--- src/rtl/anneal_sequencer_if.sv ---
// Command broadcast bus from anneal_sequencer (master) to every node of the array (slave).
interface anneal_sequencer_if;
  logic [1:0] opt_command;
  logic       random_run;
  logic [2:0] distance_com;
  logic       metropolis_run;
  logic       replica_run;
  logic       exchange_run;
  logic       exchange_valid;
  logic       exchange_bank;
  logic       distance_shift;
  logic       exchange_shift_d;

  modport master (
    output opt_command, random_run, distance_com, metropolis_run, replica_run,
           exchange_run, exchange_valid, exchange_bank, distance_shift, exchange_shift_d
  );

  modport slave (
    input  opt_command, random_run, distance_com, metropolis_run, replica_run,
           exchange_run, exchange_valid, exchange_bank, distance_shift, exchange_shift_d
  );
endinterface

--- src/rtl/anneal_sequencer.sv ---
// Annealing command sequencer: runs N iterations of the node command schedule, then an optional dump.
// Optional cycle_count perf counter is built only when SEQ_PERF_CNT_EN is defined.
module anneal_sequencer #(
  parameter int unsigned REPLICA_NUM = 32,
  parameter int unsigned CITY_NUM    = 64,
  parameter int unsigned DIST_CYC    = 4,
  parameter int unsigned EXCH_CYC    = 8
) (
  input  logic        clk,
  input  logic        reset,
  input  logic        start,
  input  logic        stop,
  input  logic [31:0] iter_num,
  input  logic [1:0]  opt_mode,
  input  logic        dump_en,
  output logic        busy,
  output logic        done,
  output logic [31:0] iter_cnt,
  output logic [31:0] cycle_count,
  anneal_sequencer_if.master cmd
);

  localparam int unsigned MAX_PH   = (DIST_CYC > EXCH_CYC) ? DIST_CYC : EXCH_CYC;
  localparam int unsigned MAX_DUMP = (REPLICA_NUM > CITY_NUM) ? REPLICA_NUM : CITY_NUM;
  localparam int unsigned MAX_LEN  = (MAX_PH > MAX_DUMP) ? MAX_PH : MAX_DUMP;
  localparam int unsigned CNT_W    = $clog2(MAX_LEN) + 1;

  localparam logic [CNT_W-1:0] DIST_LAST = CNT_W'(DIST_CYC - 1);
  localparam logic [CNT_W-1:0] EXCH_LAST = CNT_W'(EXCH_CYC - 1);
  localparam logic [CNT_W-1:0] REPL_LAST = CNT_W'(REPLICA_NUM - 1);
  localparam logic [CNT_W-1:0] CITY_LAST = CNT_W'(CITY_NUM - 1);

  localparam logic [3:0] S_IDLE  = 4'd0;
  localparam logic [3:0] S_RAND  = 4'd1;
  localparam logic [3:0] S_DIST  = 4'd2;
  localparam logic [3:0] S_METRO = 4'd3;
  localparam logic [3:0] S_REPL  = 4'd4;
  localparam logic [3:0] S_EXCH  = 4'd5;
  localparam logic [3:0] S_EWAIT = 4'd6;
  localparam logic [3:0] S_DUMPD = 4'd7;
  localparam logic [3:0] S_DUMPO = 4'd8;
  localparam logic [3:0] S_FIN   = 4'd9;

  logic [3:0]       state, state_nx;
  logic [CNT_W-1:0] phase, phase_nx;
  logic             stop_q, stop_nx;
  logic [31:0]      iter_num_q, iter_num_nx;
  logic [31:0]      iter_cnt_q, iter_cnt_nx;
  logic [1:0]       mode_q, mode_nx;
  logic [1:0]       opt_q, opt_nx;
  logic             dump_q, dump_nx;
  logic             bank_q, bank_nx;
  logic             run_st;

  logic       busy_nx, done_nx, rr_nx, metro_nx, repl_nx, exch_nx, ev_nx, dshift_nx, eshift_nx;
  logic [2:0] dcom_nx;

  assign iter_cnt          = iter_cnt_q;
  assign cmd.opt_command   = opt_q;
  assign cmd.exchange_bank = bank_q;

  // State, run context and registered outputs
  always_ff @(posedge clk) begin
    if (!reset) begin
      state                <= S_IDLE;
      phase                <= '0;
      stop_q               <= 1'b0;
      iter_num_q           <= '0;
      iter_cnt_q           <= '0;
      mode_q               <= '0;
      opt_q                <= '0;
      dump_q               <= 1'b0;
      bank_q               <= 1'b0;
      busy                 <= 1'b0;
      done                 <= 1'b0;
      cmd.random_run       <= 1'b0;
      cmd.distance_com     <= '0;
      cmd.metropolis_run   <= 1'b0;
      cmd.replica_run      <= 1'b0;
      cmd.exchange_run     <= 1'b0;
      cmd.exchange_valid   <= 1'b0;
      cmd.distance_shift   <= 1'b0;
      cmd.exchange_shift_d <= 1'b0;
    end else begin
      state                <= state_nx;
      phase                <= phase_nx;
      stop_q               <= stop_nx;
      iter_num_q           <= iter_num_nx;
      iter_cnt_q           <= iter_cnt_nx;
      mode_q               <= mode_nx;
      opt_q                <= opt_nx;
      dump_q               <= dump_nx;
      bank_q               <= bank_nx;
      busy                 <= busy_nx;
      done                 <= done_nx;
      cmd.random_run       <= rr_nx;
      cmd.distance_com     <= dcom_nx;
      cmd.metropolis_run   <= metro_nx;
      cmd.replica_run      <= repl_nx;
      cmd.exchange_run     <= exch_nx;
      cmd.exchange_valid   <= ev_nx;
      cmd.distance_shift   <= dshift_nx;
      cmd.exchange_shift_d <= eshift_nx;
    end
  end

  // Next state and next output values; outputs decode from the next state so they register with it
  always_comb begin
    state_nx    = state;
    phase_nx    = phase;
    stop_nx     = stop_q;
    iter_num_nx = iter_num_q;
    iter_cnt_nx = iter_cnt_q;
    mode_nx     = mode_q;
    opt_nx      = opt_q;
    dump_nx     = dump_q;
    bank_nx     = bank_q;
    run_st      = (state >= S_RAND) && (state <= S_EWAIT);

    case (state)
      S_IDLE: begin
        if (start) begin
          iter_cnt_nx = '0;
          stop_nx     = 1'b0;
          iter_num_nx = iter_num;
          dump_nx     = dump_en;
          mode_nx     = opt_mode;
          opt_nx      = (opt_mode == 2'd1) ? 2'd1 : 2'd0;
          phase_nx    = '0;
          state_nx    = (iter_num == 32'd0) ? S_FIN : S_RAND;
        end
      end
      S_RAND: begin
        state_nx = S_DIST;
        phase_nx = '0;
      end
      S_DIST: begin
        if (phase == DIST_LAST) begin
          state_nx = S_METRO;
          phase_nx = '0;
        end else begin
          phase_nx = phase + CNT_W'(1);
        end
      end
      S_METRO: state_nx = S_REPL;
      S_REPL:  state_nx = S_EXCH;
      S_EXCH: begin
        state_nx = S_EWAIT;
        phase_nx = '0;
      end
      S_EWAIT: begin
        if (phase == EXCH_LAST) begin
          iter_cnt_nx = iter_cnt_q + 32'd1;
          bank_nx     = ~bank_q;
          phase_nx    = '0;
          if (mode_q == 2'd2) opt_nx = {1'b0, ~opt_q[0]};
          // A stop arriving on the very last cycle still ends the run here
          if ((iter_cnt_nx < iter_num_q) && !(stop_q || stop)) state_nx = S_RAND;
          else if (dump_q)                                     state_nx = S_DUMPD;
          else                                                 state_nx = S_FIN;
        end else begin
          phase_nx = phase + CNT_W'(1);
        end
      end
      S_DUMPD: begin
        if (phase == REPL_LAST) begin
          state_nx = S_DUMPO;
          phase_nx = '0;
        end else begin
          phase_nx = phase + CNT_W'(1);
        end
      end
      S_DUMPO: begin
        if (phase == CITY_LAST) begin
          state_nx = S_FIN;
          phase_nx = '0;
        end else begin
          phase_nx = phase + CNT_W'(1);
        end
      end
      S_FIN:   state_nx = S_IDLE;
      default: state_nx = S_IDLE;
    endcase

    if (run_st && stop) stop_nx = 1'b1;

    busy_nx   = (state_nx != S_IDLE) && (state_nx != S_FIN);
    done_nx   = (state_nx == S_FIN);
    rr_nx     = (state_nx == S_RAND);
    metro_nx  = (state_nx == S_METRO);
    repl_nx   = (state_nx == S_REPL);
    exch_nx   = (state_nx == S_EXCH);
    ev_nx     = (state_nx >= S_DIST) && (state_nx <= S_EWAIT);
    dshift_nx = (state_nx == S_DUMPD);
    eshift_nx = (state_nx == S_DUMPO);
    dcom_nx   = 3'b000;
    if (state_nx == S_DIST) begin
      if (phase_nx == '0)             dcom_nx = 3'b001;
      else if (phase_nx == DIST_LAST) dcom_nx = 3'b100;
      else                            dcom_nx = 3'b010;
    end
  end

`ifdef SEQ_PERF_CNT_EN
  logic [31:0] cycle_q;

  // Busy-cycle counter, cleared on accepted start and frozen once idle
  always_ff @(posedge clk) begin
    if (!reset)                      cycle_q <= '0;
    else if (state == S_IDLE && start) cycle_q <= '0;
    else if (busy)                   cycle_q <= cycle_q + 32'd1;
  end

  assign cycle_count = cycle_q;
`else
  assign cycle_count = 32'd0;
`endif

endmodule

--- src/flat_wrapper.sv ---
// flat-port wrapper written by rule: the top's interface ports become plain ports
module anneal_sequencer_flat 
#(
  parameter int unsigned REPLICA_NUM = 32,
  parameter int unsigned CITY_NUM    = 64,
  parameter int unsigned DIST_CYC    = 4,
  parameter int unsigned EXCH_CYC    = 8
)
  (clk, reset, start, stop, iter_num, opt_mode, dump_en, busy, done, iter_cnt, cycle_count, cmd_opt_command, cmd_random_run, cmd_distance_com, cmd_metropolis_run, cmd_replica_run, cmd_exchange_run, cmd_exchange_valid, cmd_exchange_bank, cmd_distance_shift, cmd_exchange_shift_d);
  anneal_sequencer_if cmd_i ();
  input  logic clk;
  input  logic reset;
  input  logic start;
  input  logic stop;
  input  logic [31:0] iter_num;
  input  logic [1:0] opt_mode;
  input  logic dump_en;
  output logic busy;
  output logic done;
  output logic [31:0] iter_cnt;
  output logic [31:0] cycle_count;
  output wire logic [$bits(cmd_i.opt_command)-1:0] cmd_opt_command;
  output wire logic [$bits(cmd_i.random_run)-1:0] cmd_random_run;
  output wire logic [$bits(cmd_i.distance_com)-1:0] cmd_distance_com;
  output wire logic [$bits(cmd_i.metropolis_run)-1:0] cmd_metropolis_run;
  output wire logic [$bits(cmd_i.replica_run)-1:0] cmd_replica_run;
  output wire logic [$bits(cmd_i.exchange_run)-1:0] cmd_exchange_run;
  output wire logic [$bits(cmd_i.exchange_valid)-1:0] cmd_exchange_valid;
  output wire logic [$bits(cmd_i.exchange_bank)-1:0] cmd_exchange_bank;
  output wire logic [$bits(cmd_i.distance_shift)-1:0] cmd_distance_shift;
  output wire logic [$bits(cmd_i.exchange_shift_d)-1:0] cmd_exchange_shift_d;
  assign cmd_opt_command = cmd_i.opt_command;
  assign cmd_random_run = cmd_i.random_run;
  assign cmd_distance_com = cmd_i.distance_com;
  assign cmd_metropolis_run = cmd_i.metropolis_run;
  assign cmd_replica_run = cmd_i.replica_run;
  assign cmd_exchange_run = cmd_i.exchange_run;
  assign cmd_exchange_valid = cmd_i.exchange_valid;
  assign cmd_exchange_bank = cmd_i.exchange_bank;
  assign cmd_distance_shift = cmd_i.distance_shift;
  assign cmd_exchange_shift_d = cmd_i.exchange_shift_d;
  anneal_sequencer #(.REPLICA_NUM(REPLICA_NUM), .CITY_NUM(CITY_NUM), .DIST_CYC(DIST_CYC), .EXCH_CYC(EXCH_CYC)) u_core (.clk(clk), .reset(reset), .start(start), .stop(stop), .iter_num(iter_num), .opt_mode(opt_mode), .dump_en(dump_en), .busy(busy), .done(done), .iter_cnt(iter_cnt), .cycle_count(cycle_count), .cmd(cmd_i));
endmodule
--- config.mk ---
export PLATFORM = sky130hd
export DESIGN_NAME = anneal_sequencer_flat
export DESIGN_NICKNAME = d
export VERILOG_FILES = /design/src/rtl/anneal_sequencer_if.sv /design/src/rtl/anneal_sequencer.sv /design/src/flat_wrapper.sv
export SDC_FILE = /design/constraint.sdc
export NUM_CORES = 1
export LEC_CHECK = 0
export CAP_MARGIN = 30
export CORE_MARGIN = 1.5
export CORE_UTILIZATION = 48
export CTS_BUF_LIST = sky130_fd_sc_hd__clkbuf_16
export CTS_CLUSTER_DIAMETER = 50
export DETAILED_ROUTE_END_ITERATION = 8
export PLACE_DENSITY = 0.78
export SLEW_MARGIN = 20
export SYNTH_ARGS = -nofsm -noshare
export SYNTH_HDL_FRONTEND = slang
export SYNTH_SLANG_ARGS = --single-unit
--- constraint.sdc ---
create_clock -name clk -period 3.75 [get_ports clk]
set_input_delay 0.5625 -clock clk [delete_from_list [all_inputs] [get_ports clk]]
set_output_delay 0.5625 -clock clk [all_outputs]
set_load 0.01 [all_outputs]
* After elaboration in Yosys (flattened, before gate mapping) *
Index checks and enable logic that the tools add are counted.

word-level totals
  logic and storage cells = 108
  output and inout port bits = 79
  input bits = 39
  bits in registers = 94

cells by class
  reductions and logical operators = 22
  $add $sub $neg = 2
  bitwise gates (word level) = 4
  $lt $le $gt $ge = 5
  equality and inequality tests = 27
  multiplexer cells = 28

operators by type and width
  cell                   count
  $mux 32                2
  $pmux 32 s2            1
  $pmux 7 s6             1
  $pmux 4 s9             1
  $mux 7                 5
  $add 32x1->32 const B  1
  $logic_not 32->1       1
  $lt 32x32->1           1
  $mux 4                 8
  $eq 4x3->1 const B     7
  $eq 4x2->1 const B     4
  $eq 7x2->1 const B     2
  $eq 4x4->1 const B     3
  $eq 4x1->1 const B     2
  $le 4x3->1 const B     2
  $reduce_and 2->1       4
  $add 7x1->7 const B    1
  $eq 7x3->1 const B     1
  $eq 7x5->1 const B     1
  $eq 7x6->1 const B     1
  $logic_not 7->1        1
  $mux 2                 3
  $reduce_bool 2->1      3
  $logic_and 1x1->1      5
  other kinds (19)       27

* Longest topological paths before layout *
  word-level depth = 9
  gate-level depth with buffers = 18
  mapped depth without buffers = 15

* Worst setup path before layout *
Ideal clock, no wire load.

  path type = register to register
  start point = reg u_core.iter_cnt_q[0] (netlist: u_core.iter_cnt[0])
  end point = reg u_core.cmd.exchange_valid
  path slack = -0.317 ns
  stages on the path, launching flop included = 19
  data arrival time = 3.950 ns
  clock period less this slack = 4.067 ns
  setup time = 0.117 ns
  path buffers = 3
  required time = 3.633 ns
  path through = dfxtp_1 ha_1 nand3_1 or3_1 buf_2 nor4_4 and2_0 buf_2 nand3_1 xnor2_1 ha_1 nand4_1 nor4_1 a22oi_1 a31oi_1 or3_1 clkbuf_2 nand2_1 a22o_1

on the way
  cells in the longest elaborated chain, start to end = 8
  elaborated cells on any way between the ends = 9
  those cells by class = 1 x add/sub; 3 x order compare; 3 x mux; 2 x reduce/logical

RTL lines
  element                                          RTL line                   RTL
  start, declared                                  anneal_sequencer.sv:48     logic [31:0] iter_cnt_q, iter_cnt_nx;
  start signal, assigned                           anneal_sequencer.sv:89     iter_cnt_q <= iter_cnt_nx;
  $add 32x1->32 *                                  anneal_sequencer.sv:153    iter_cnt_nx = iter_cnt_q + 32'd1;
  $lt 32x32->1 *                                   anneal_sequencer.sv:158    if ((iter_cnt_nx < iter_num_q) && !(stop_q || stop)) state_nx = S_RAND;
  $logic_and 1x1->1 *                              anneal_sequencer.sv:158
  $mux 4 *                                         anneal_sequencer.sv:158
  $mux 4 *                                         anneal_sequencer.sv:152    if (phase == EXCH_LAST) begin
  $pmux 4 s9 *                                     anneal_sequencer.sv:120    case (state)
  $ge 4x2->1 / $le 4x3->1 (equally long branches)  anneal_sequencer.sv:193    ev_nx = (state_nx >= S_DIST) && (state_nx <= S_EWAIT);
  $logic_and 1x1->1 *                              anneal_sequencer.sv:193
  end signal, assigned                             anneal_sequencer.sv:101    cmd.exchange_valid <= ev_nx;
  end, declared                                    anneal_sequencer_if.sv:16  exchange_run, exchange_valid, exchange_bank, distance_shift, exchange_shift_d

Mark *: on every way between the ends. The rest lies on a longest branch, timed or not.
A chain may end at the register's enable or synchronous reset.

* Worst setup path in the final report *
  start point = reg u_core.iter_cnt_q[1] (netlist: u_core.iter_cnt[1])
  end point = reg u_core.cmd.distance_shift

on the way
  cells in the longest elaborated chain, start to end = 7

RTL lines
  element               RTL line                   RTL
  $add 32x1->32         anneal_sequencer.sv:153
  $lt 32x32->1          anneal_sequencer.sv:158
  $logic_and 1x1->1     anneal_sequencer.sv:158
  $mux 4                anneal_sequencer.sv:158
  $mux 4                anneal_sequencer.sv:152
  $pmux 4 s9            anneal_sequencer.sv:120
  $eq 4x3->1            anneal_sequencer.sv:194    dshift_nx = (state_nx == S_DUMPD);
  end signal, assigned  anneal_sequencer.sv:102    cmd.distance_shift <= dshift_nx;
  end, declared         anneal_sequencer_if.sv:16

No other way between the ends.

==> metrics.md <==
| Metric | Value |
|---|---|
| Synth Area in XOR/XNOR | 0.04691 |
| EDFF count, synth | 0 |
| Nets | around 930 |
| Max Slew Vio Count | 0 |
| Synth area leaders | dfxtp_1 (31%), nand2_1 (7.5%), ha_1 (6.9%), a21boi_0 (6.0%), buf_4 (4.1%) |
| Top Ports | 118 |
| Vias per cell | 5.397 |
| Cell variety after synth | just under 70 |
| Fmax | approximately 270 MHz |
| 1st-iter DRT viols | ~440 |
| Vias | approximately 5500 |
| Largest family of logic cells by synthesized area | simple AND/OR/NAND/NOR gates |
| Synth area leader | dfxtp_1 |
| Root Driver | clkbuf_16 |
| Die ar. | ~13000 um2 |
| Clock transition at path regs | roughly 0.060 ns |
| Pre-CTS WS | -0.1239 ns |
| Synth Area in Adders | 0.06911 |
| Synthesized flop and latch total | slightly above 90 |
| Seq/Total Area, Yosys | 0.3116 |
| Pwr dens | 323.9 nW/um2 |
| CTS Buf Count | 9 |
| Final WS setup | ~0.11 ns |
| Mux cell area share after synthesis | 0 |
| First-pass iteration count of the detailed router | 5 |
| Top_reg_cell synth | dfxtp_1 |
| Final Core Density | 0.6131 |
| GP Congestion | 0.8788 |
| Startpoint Class | flip-flop |
| Setup Crit Path Kind | flip-flop to flip-flop |
| Initial Utilization | 0.4953 |
| Reg2Reg Depth | 15 |
| Layout area overhead | 23.77% |
| Diodes inserted | 0 |
| Global Route Usage Sum | 0.2253 |
| Die Ht | around 110 um |
| Clock skew | between 0.009 and 0.01 ns |
| Static leakage | 2.879 nW |
| Clock Path Buffers | 2 |
| Die X | between 100 and 150 um |
| Count leader, synth | nand2_1 |
| Clock latency on the worst-skew pair | between 0.3 and 0.4 ns |
| Ys Warns | 0 |
| FP Rows | 40 |
| Synth cell count leaders | nand2_1 (119), dfxtp_1 (93), a21boi_0 (48) |
| Post-CTS Hold Buffers | 0 |
| Worst slew pin tran | slightly below 0.7 ns |
| Total core area | about 12000 um2 |
| DR WL met2 | roughly 6.5 mm |
| Async SR Flop Fraction | 0 |
| Initial antenna violation count | 0 |
| H-tree Lvls | 3 |
| VDD IR-drop max | 0.2275 mV |
| Setup crit end kind | flip-flop |
| Filler cell count | between 1000 and 1500 |
| First-pass GRT wire length | around 24 mm |
| Area fraction in compound gates after synthesis | 0.1931 |
| Post-synthesis simple-gate area fraction | 0.2739 |
| Vias in the first global route | ~4900 |
| Cells after Synth | 764 |
| Mapped Area | 5974 um2 |
| Hold Crit Class | flip-flop to flip-flop |
| CTS tree | built |
| Tmin final | roughly 3.6 ns |
| Share of cells above drive strength 1 | 0.1107 |
| Max Cap Viol | 0 |
| CP arrival | around 3.9 ns |
| Gr ovfl total | 0 |
| Yosys top cell area share | 0.3116 |
| Antenna-violating nets left | 0 |
| Met3 wire len | about 840 um |
| Buffers on Ports | 84 |
| Detailed Route WL | around 15 mm |
| Status | completed |
| WL met1 | between 7 and 8 mm |
| Clock sinks | 93 |
| Highest metal used | met4 |
| DRC Markers | 0 |
| Mean Syn Cell Area | 7.820 um2 |
| Post-DP HPWL | 10.45 mm |
| Hold path depth | 2 |
| Final period util | 0.9703 |
| CP Data Required Time | between 3 and 4 ns |
| # setup viols final | 0 |
| Largest net degree at the start of global routing | 44 |
| Slew headroom | 0.5402 |
| Total power | approximately 2.4 mW |
| Critical path fanouts, max | 7 |
| Final hold vios | 0 |
| Wire per inst | roughly 14 um |
[where the power goes]
part	switching, mW	internal (mW)
Sequential	0.0316	1.03
Clock	0.388	0.575
Combinational	0.216	0.156
[logic make-up (layout without fill, tap and decap cells)]
family	Yosys count	count (layout)
AO/OA/AOI/OAI	170	170
buffers and inverters	116	178
AND/OR/NAND/NOR	319	319
adder cells (fa/ha/maj)	33	33
other	1	33
flip-flops	93	93
XOR/XNOR	32	32
[per-layer routing]
layer / up-vias / global-route usage
met2: 181 / 0.3437
met3: 21 / 0.02965
met4: 0 / 0.06833
met5: - / 0
met1: 2571 / 0.3297
li1: 2764 / -
[cells in the final DEF, fill, tap and decap left out, types with 4 or more instances in the layout]
master	n
a31oi_1	5
a22oi_1	5
nor4_4	4
or3_1	5
and3_1	6
dfxtp_1	89
xor2_1	13
a21boi_0	48
nor4_1	11
a21o_1	7
nand3_2	5
buf_4	38
nand4_1	18
nand3_1	25
and2_1	11
ha_1	32
inv_1	41
nor2_1	36
clkdlybuf4s50_1	83
xnor2_1	17
a21oi_1	39
o21ai_0	30
nor3b_1	5
o21a_1	6
clkbuf_16	9
nand2b_1	5
nor3_1	19
dfxtp_2	4
conb_1	33
nor2b_1	22
nand2_1	119
[layout make-up]
class                   count  area (um2)  area share
well taps                 168       210.2     0.02843
inverters                  41       153.9     0.02081
repair buffers            122        1121      0.1516
multi-input cells         587        3739      0.5056
clock inverters             6       78.83     0.01066
clock buffers               9       225.2     0.03046
flip-flops and latches     93        1867      0.2525
[flip-flops by register name (all words and copies together) (netlist names)]
register and count:
u_core.iter_cnt 32, u_core.iter_num_q 32, u_core.phase 7, u_core.state 4, u_core.cmd.distance_com 3, u_core.mode_q 2
u_core.busy 1, u_core.cmd.distance_shift 1, u_core.cmd.exchange_bank 1, u_core.cmd.exchange_run 1, u_core.cmd.exchange_shift_d 1, u_core.cmd.exchange_valid 1
u_core.cmd.metropolis_run 1, u_core.cmd.opt_command 1, u_core.cmd.random_run 1, u_core.cmd.replica_run 1, u_core.done 1, u_core.dump_q 1
u_core.stop_q 1
[timing repair]
item	in CTS	in global routing
setup buffers	0	7
setup endpoints to repair	5	15
cloned	0	0
pin swaps	0	11
resized for setup	2	25
[critical path, cell delays in order, from the launching register on]
cell,delay [ns]
dfxtp_2,0.33
ha_2,0.19
nand3_2,0.10
or3_4,0.43
buf_4,0.18
nor3_1,0.25
nand3_1,0.20
xnor2_2,0.23
ha_1,0.28
nand2_1,0.06
o21ai_0,0.14
a22oi_2,0.27
a31oi_1,0.13
or3_4,0.42
buf_4,0.16
and3_1,0.16
[path summary, 6_finish.rpt]
kind / startpoint / slack (ns) / endpoint
max: u_core.iter_cnt[1]$_SDFFE_PN0P_ / 0.11 / u_core.cmd.distance_shift$_SDFF_PN0_
min: u_core.iter_num_q[16]$_SDFFE_PN0P_ / 0.46 / u_core.iter_num_q[16]$_SDFFE_PN0P_
max reg2reg: u_core.iter_cnt[1]$_SDFFE_PN0P_ / 0.11 / u_core.cmd.distance_shift$_SDFF_PN0_
min reg2reg: u_core.iter_num_q[16]$_SDFFE_PN0P_ / 0.46 / u_core.iter_num_q[16]$_SDFFE_PN0P_
[stage by stage]
stage	area (um2)	setup TNS, ns	hold WS (ns)	instances
3_3_place_gp	6920	0	0.4509	1004
5_1_grt	7395	-0.4188	0.4950	1026
6_report	7395	0	0.4643	1026
2_1_floorplan	6108	0	0.4435	796
3_5_place_dp	6920	-0.4339	0.4580	1004
4_1_cts	7224	0	0.4668	1019
(Power assumes the default switching activity.)
